--- src/rtl/ofmap_drain.sv ---
// Streams the GEMM ofmap BRAM out on a valid/ready port, one read per cycle.
// A skid FIFO covers the 1-cycle BRAM latency so that backpressure never drops or repeats a word.
module ofmap_drain #(
  parameter int MEM2_DATA_WIDTH = 112,
  parameter int MEM2_ADDR_WIDTH = 10,
  parameter int MEM2_DEPTH      = 896,
  parameter int FIFO_DEPTH      = 4
) (
  input  logic                       clk,
  input  logic                       rst,
  input  logic                       start_i,
  output logic                       mem2_ce1,
  output logic                       mem2_we1,
  output logic [MEM2_ADDR_WIDTH-1:0] mem2_addr1,
  input  logic [MEM2_DATA_WIDTH-1:0] mem2_q1,
  output logic                       m_valid_o,
  input  logic                       m_ready_i,
  output logic [MEM2_DATA_WIDTH-1:0] m_data_o,
  output logic                       m_last_o,
  output logic                       busy_o,
  output logic                       done_o
);

  localparam logic [1:0] S_IDLE  = 2'd0;
  localparam logic [1:0] S_RUN   = 2'd1;
  localparam logic [1:0] S_FLUSH = 2'd2;
  localparam logic [1:0] S_DONE  = 2'd3;

  localparam int PW = (FIFO_DEPTH > 1) ? $clog2(FIFO_DEPTH) : 1;
  localparam int CW = $clog2(FIFO_DEPTH + 1);
  localparam logic [MEM2_ADDR_WIDTH-1:0] LAST_ADDR = MEM2_ADDR_WIDTH'(MEM2_DEPTH - 1);
  localparam logic [CW:0]                FD        = (CW + 1)'(FIFO_DEPTH);
  localparam logic [PW-1:0]              PTR_MAX   = PW'(FIFO_DEPTH - 1);

  logic [1:0]                 state_q, state_d;
  logic [MEM2_ADDR_WIDTH-1:0] addr_q, addr_d;
  logic [CW-1:0]              count_q, count_d;
  logic                       inflight_q, inflight_d;
  logic                       tag_q, tag_d;
  logic [PW-1:0]              wr_ptr_q, wr_ptr_d;
  logic [PW-1:0]              rd_ptr_q, rd_ptr_d;
  logic [MEM2_DATA_WIDTH:0]   fifo_mem_q [FIFO_DEPTH];
  logic [MEM2_DATA_WIDTH:0]   fifo_mem_d [FIFO_DEPTH];

  logic [CW:0]              occ;
  logic                     issue, empty, push, pop;
  logic [MEM2_DATA_WIDTH:0] head;

  function automatic logic [PW-1:0] ptr_inc(input logic [PW-1:0] p);
    return (p == PTR_MAX) ? '0 : p + 1'b1;
  endfunction

  always_comb begin
    // Issue only when every outstanding word is guaranteed a FIFO slot.
    occ   = {1'b0, count_q} + {{CW{1'b0}}, inflight_q};
    issue = (state_q == S_RUN) && (occ < FD);
    empty = (count_q == '0);
    push  = inflight_q;
    pop   = !empty && m_ready_i;
    head  = fifo_mem_q[rd_ptr_q];

    state_d    = state_q;
    addr_d     = addr_q;
    count_d    = count_q;
    wr_ptr_d   = wr_ptr_q;
    rd_ptr_d   = rd_ptr_q;
    fifo_mem_d = fifo_mem_q;
    inflight_d = issue;
    tag_d      = issue && (addr_q == LAST_ADDR);

    if (issue) addr_d = (addr_q == LAST_ADDR) ? '0 : addr_q + 1'b1;
    if (push) begin
      fifo_mem_d[wr_ptr_q] = {tag_q, mem2_q1};
      wr_ptr_d             = ptr_inc(wr_ptr_q);
    end
    if (pop) rd_ptr_d = ptr_inc(rd_ptr_q);

    case ({push, pop})
      2'b10:   count_d = count_q + 1'b1;
      2'b01:   count_d = count_q - 1'b1;
      default: count_d = count_q;
    endcase

    case (state_q)
      S_IDLE:  if (start_i) state_d = S_RUN;
      S_RUN:   if (issue && (addr_q == LAST_ADDR)) state_d = S_FLUSH;
      S_FLUSH: if (pop && head[MEM2_DATA_WIDTH]) state_d = S_DONE;
      default: state_d = S_IDLE;
    endcase
  end

  always_ff @(posedge clk) begin
    if (rst) begin
      state_q    <= S_IDLE;
      addr_q     <= '0;
      count_q    <= '0;
      inflight_q <= 1'b0;
      tag_q      <= 1'b0;
      wr_ptr_q   <= '0;
      rd_ptr_q   <= '0;
    end else begin
      state_q    <= state_d;
      addr_q     <= addr_d;
      count_q    <= count_d;
      inflight_q <= inflight_d;
      tag_q      <= tag_d;
      wr_ptr_q   <= wr_ptr_d;
      rd_ptr_q   <= rd_ptr_d;
    end
    // Storage needs no reset; the cleared pointers and count make it unreachable.
    fifo_mem_q <= fifo_mem_d;
  end

  assign mem2_ce1   = issue;
  assign mem2_we1   = 1'b0;
  assign mem2_addr1 = addr_q;
  assign m_valid_o  = !empty;
  assign m_data_o   = empty ? '0 : head[MEM2_DATA_WIDTH-1:0];
  assign m_last_o   = !empty && head[MEM2_DATA_WIDTH];
  assign busy_o     = (state_q == S_RUN) || (state_q == S_FLUSH);
  assign done_o     = (state_q == S_DONE);

endmodule

--- config.mk ---
export PLATFORM = sky130hd
export DESIGN_NAME = ofmap_drain
export DESIGN_NICKNAME = d
export VERILOG_FILES = /design/src/rtl/ofmap_drain.sv
export SDC_FILE = /design/constraint.sdc
export NUM_CORES = 1
export LEC_CHECK = 0
export BUFFER_PORTS_ARGS = -buffer_cell sky130_fd_sc_hd__buf_2
export CAP_MARGIN = 20
export CORE_ASPECT_RATIO = 1.2
export CORE_UTILIZATION = 62
export DETAILED_ROUTE_END_ITERATION = 6
export GPL_TIMING_DRIVEN = 1
export HOLD_SLACK_MARGIN = 0.1
export PLACE_DENSITY = 0.85
export SLEW_MARGIN = 20
export SYNTH_ARGS = -nofsm -noshare
export SYNTH_HDL_FRONTEND = slang
export SYNTH_SLANG_ARGS = --single-unit
--- constraint.sdc ---
create_clock -name clk -period 9.6 [get_ports clk]
set_clock_uncertainty 0.05 [all_clocks]
set_input_delay 1.44 -clock clk [delete_from_list [all_inputs] [get_ports clk]]
set_output_delay 1.44 -clock clk [all_outputs]
set_load 0.1 [all_outputs]
Word level (Yosys, flattened, before mapping). Cells that the tools add are included.

Memory bits (read-only): 0. Memories kept: 0. Logic and storage cells: 61. Bits in registers: 473. Memory bits (writable): 0. Output and inout bits: 128. Latch bits: 0. Input bits: 116.

Bitwise gates (word level): 2. Shift operators: 0. Order comparisons: 4. Divide/modulo/power cells: 0. Multiply operators: 0. Reductions and logical operators: 12. $add $sub $neg: 6. Muxes and demuxes: 15. Equal/unequal tests: 11.

Operators by type and width (count): $bwmux 452 (1); $mux 113 (3); $bmux 113 s2 (1); $demux 113 s2 (1); $mux 112 (1); $add 10x1->10 const B (1); $eq 10x10->1 const B (1); $eq 2x2->1 const B (5); $mux 10 (1); $mux 2 (5); $ge 3x3->1 const B (2); $logic_and 1x1->1 (6); $ne 2x2->1 const B (3); $not 2->3 (2); $pmux 2 s3 (1); $pmux 3 s2 (1); $add 2x1->2 const B (2); $add 3x1->4 (1); $eq 2x1->1 const B (2); $lt 4x3->1 const B (1); $add 3x1->3 const B (1); $logic_not 3->1 (1); $lt 3x1->1 const B (1); $reduce_and 3->1 (1); 5 further kinds (5).

Longest topological paths before layout.
Depth after elaboration: 7. Mapped depth: 7. Gate-level depth less buffers: 7.

Worst setup path after synthesis. Ideal clock, no wire load.

Path kind: register to output. Start point: register count_q[0]. End point: output m_data_o[47]. Cell stages (with the launch flop): 5. Slack: 5511 ps. Data required time: 8110 ps. Path buffers: 2. Arrival: 2599 ps. Path through: dfxtp_1 > or3_2 > clkbuf_1 > clkbuf_1 > and2_1.

Word-level cells in the longest chain between the ends: 2.

Ends and longest elaborated chain: start: declaration (RTL line 37) `logic [CW-1:0] count_q, count_d;`; start signal: assignment (RTL line 104) `count_q <= count_d;`; $logic_not 3->1 (RTL line 57) `empty = (count_q == '0);`; $mux 112 (RTL line 118) `assign m_data_o = empty ? '0 : head[MEM2_DATA_WIDTH-1:0];`; end: declaration (RTL line 18) `output logic [MEM2_DATA_WIDTH-1:0] m_data_o,`.

No other way between the ends.

Worst setup path in the final report.
Start point: register rd_ptr_q[1]. End point: output m_data_o[66].

Word-level cells in the longest chain between the ends: 5.

Ends and longest elaborated chain: start: declaration (RTL line 41) `logic [PW-1:0] rd_ptr_q, rd_ptr_d;`; start signal: assignment (RTL line 108) `rd_ptr_q <= rd_ptr_d;`; $not 2->3 (implied by the code) (RTL line 60) `head = fifo_mem_q[rd_ptr_q];`; $bmux 113 s2 (RTL line 60); $mux 113 (implied by the code) (2 in a row) (RTL line 60); $mux 112 (RTL line 118).

No other way between the ends. The select of a mux whose other input is x is not followed.

==> flow_summary.rst <==
.. list-table::
   :header-rows: 1

   * - Metric
     - Value
   * - Yosys cell types
     - 42
   * - Start-to-end type of the worst setup path
     - flip-flop to output port
   * - DP Wirelength
     - 19.3 mm
   * - Setup repair after global routing missed its margin
     - false
   * - Reg-to-Reg Start
     - rd_ptr_q[0]$_SDFFE_PP0P_
   * - Die span in y
     - 190 µm
   * - Most area-consuming cells after synthesis
     - edfxtp_1, mux4_2, and2_1, dfxtp_1, ha_1
   * - Number of enable flip-flop cells after synthesis
     - 452
   * - Main combinational cell family by area after synthesis
     - multiplexers
   * - Gate count of the mapped netlist
     - 848
   * - Detail Route met3 WL
     - 2.34 mm
   * - Post-route DRC violation count
     - 0
   * - F_max
     - 209 MHz
   * - P&R area growth vs syn
     - 15.8%
   * - Switching Power
     - 2.54 mW
   * - Worst slew slack as a fraction of its limit
     - 29.3%
   * - Leakage power
     - 7.26 nW
   * - Number of setup buffers added after CTS
     - 0
   * - Core region area
     - 28800 µm²
   * - Run status
     - finished, final reports clean
   * - Category of the worst setup path capture point
     - output port
   * - CTS Root Cell
     - clkbuf_16
   * - Adder-cell area share of the yosys netlist
     - 0.934%
   * - Compound-Gate Fraction of Synth Area
     - 0.831%
   * - Site row count
     - 68
   * - Data arrival time of the critical path
     - 3300 ps
   * - Synth top area share
     - 74.5%
   * - Maximum number of pins on one net before global-route repair
     - 105
   * - Most common cell after layout, fill and taps aside
     - edfxtp_1
   * - Synth area leader
     - edfxtp_1
   * - Number of hold violations in the final report
     - 0
   * - Register-to-Register Setup Slack
     - 6780 ps
   * - Worst setup slack after layout
     - 4810 ps
   * - Critical Path Source
     - rd_ptr_q[1]$_SDFFE_PP0P_
   * - Routed met2 length
     - 17.3 mm
   * - Number of warnings printed during yosys synthesis
     - 0
   * - Final period util
     - 49.9%
   * - Final-report setup violation count
     - 0
   * - Clock latency of the later-clocked register in the worst-skew pair
     - 520 ps
   * - Routability Congestion
     - 0.754
   * - Detailed-routing iteration count for the pre-antenna-repair pass
     - 5
   * - Overall track demand over capacity in global routing
     - 22.6%
   * - Share of power burned in registers
     - 38.7%
   * - Xor and xnor area share after synthesis
     - 0.385%
   * - Net count, final
     - 1230
   * - Setup Slack @ Placement
     - 5340 ps
   * - I/O pin cnt
     - 244
   * - Final-layout setup total negative slack
     - 0 ps
   * - Combinational cell fraction of total power
     - 36.1%
   * - Mean instance size in the synthesized netlist
     - 21.5 µm²
   * - Post-route antenna net violation count
     - 0
   * - Top routing layer used
     - met5
   * - Routed via count divided by cell count
     - 5.79
   * - Simple-gate share of the synthesized area
     - 5.45%
   * - Number of fillers in the final layout
     - 1665
   * - Worst-Margin Slew
     - 1060 ps
   * - Routed met1 length
     - 12.7 mm
   * - Routed length per instance
     - 21.8 µm
   * - Fraction of the yosys area taken by sequential cells
     - 76.8%
   * - PortBufs
     - 242
   * - Internal portion of total power
     - 3.74 mW
   * - Total cell area at the placement stage
     - 19800 µm²
   * - DIE WIDTH
     - 158 µm
   * - Power per cell area
     - 298 nW/µm²
   * - Number of buffers created by CTS
     - 43
   * - Critical path startpoint category
     - flip-flop
   * - TritonCTS clock tree
     - yes
   * - Worst vdd ir
     - 0.238 mV
   * - Max capacitance violation total
     - 0
   * - Synthesized flop and latch total
     - 473
   * - Asr flop ratio synth
     - 0%
   * - Class of the tightest hold or removal check
     - flip-flop to flip-flop
   * - Post-synthesis net count
     - 977
   * - Maximum count of clock buffers along a single path
     - 3
   * - Vias after detailed routing
     - 8809
   * - Clock input transition at the sequential cells of the worst setup and hold paths
     - 60 ps
   * - Clock sink count
     - 473
   * - Post-Route Utilization
     - 73.1%
   * - Total standard cell area after synthesis
     - 18200 µm²
   * - Number of antenna violations at the first check in global routing
     - 5
   * - Switching power share of the total
     - 40.5%
   * - Hold path start
     - tag_q$_SDFF_PP0_
   * - H-tree level count
     - 2
   * - Routed Wire Length
     - 33.2 mm
   * - Highest fanout seen on the critical path
     - 72
   * - 1st-iter DRT viols
     - 551
   * - Final period demand of the worst path
     - 4790 ps
   * - Max Transition Viols Final
     - 0
   * - Required time at the worst-slack endpoint
     - 8110 ps
   * - Most frequently used flop master after synthesis
     - edfxtp_1
   * - Post-cts hold buffer count
     - 0
   * - Total overflow reported by the global router
     - 0
   * - Starting utilization of the core area
     - 63.2%
   * - Post_cts resized
     - 0
   * - Global-route wire length before repair
     - 50.2 mm
   * - Final cell area excluding filler cells
     - 21100 µm²
   * - Clock share of power
     - 25.1%
   * - Fraction of synthesized area in multiplexers
     - 14.1%
   * - Proportion of layout cells with a drive suffix above 1
     - 38.4%
   * - Via count of the first global-routing pass
     - 9194
   * - Highest-count cells in the layout ignoring fill and taps
     - edfxtp_1, buf_2, and2_1
   * - Die Area
     - 30100 µm²
==> routing by layer <==
metal  GRT usage (%)  vias up
met5               0        -
met2            38.6      332
met3            5.13       56
li1                -     3928
met4            7.43        2
met1            28.8     4491
==> registers in the layout (all words and copies together), names as in the netlist <==
register,flops
count_q,3
fifo_mem_q,452
inflight_q,1
mem2_addr1,10
rd_ptr_q,2
state_q,2
tag_q,1
wr_ptr_q,2
==> final cells by class <==
type	instances	area (µm²)	share of cell area, %
multi-input combinational	322	3980	18.9
clock buffer	57	1190	5.65
timing repair buffer	250	1270	6.03
antenna	4	10.0	0.0475
tap	385	482	2.28
sequential	473	14000	66.4
clock inverter	19	116	0.552
inverter	11	41.3	0.196
==> cell usage after synthesis, types with 3 or more instances <==
master	instances
buf_4	6
mux2i_1	3
or3_1	3
buf_6	3
a21oi_1	6
nand4_1	5
nand3_1	5
inv_1	11
nor2_1	17
xor2_1	8
and2_1	119
nand2_1	4
edfxtp_1	452
mux4_2	113
buf_2	14
ha_1	12
o21ai_0	3
clkbuf_1	18
dfxtp_1	21
==> worst max-delay path, cell delays in order (launching register included) <==
cell	delay, ps
dfxtp_4	780
buf_4	910
mux4_2	360
and2_1	200
buf_2	450
==> power by group through the flow <==
stage / clock [mW] / combinational, mW / sequential (mW)
after global routing: 1.68 / 2.37 / 2.45
after floorplan: 0 / 1.93 / 2.47
after global placement: 0 / 2.27 / 2.47
after detailed placement: 0 / 2.28 / 2.48
final: 1.58 / 2.27 / 2.43
after CTS: 1.60 / 2.29 / 2.44
==> through the flow <==
step,total power [mW],hold slack (ps),cells
floorplan,4.40,388,848
global placement,4.74,399,1441
detailed placement,4.76,425,1441
CTS,6.33,441,1517
global route,6.49,456,1519
finish,6.28,443,1521
==> worst paths after layout <==
path | to | cells past startpoint
worst max-delay path | m_data_o[66] | 4
worst min-delay path | fifo_mem_q[112]$_DFFE_PP_ | 0
worst max register to register | state_q[1]$_SDFFE_PP0P_ | 5
worst min register to register | fifo_mem_q[112]$_DFFE_PP_ | 0
==> cell families after synthesis <==
logic type | Yosys count
flip-flops | 473
AND/OR/NAND/NOR | 164
multiplexers | 116
buffers and inverters | 53
AO/OA/AOI/OAI | 20
adder cells (fa/ha/maj) | 13
XOR/XNOR | 8
other | 1
(Power assumes the default switching activity.)
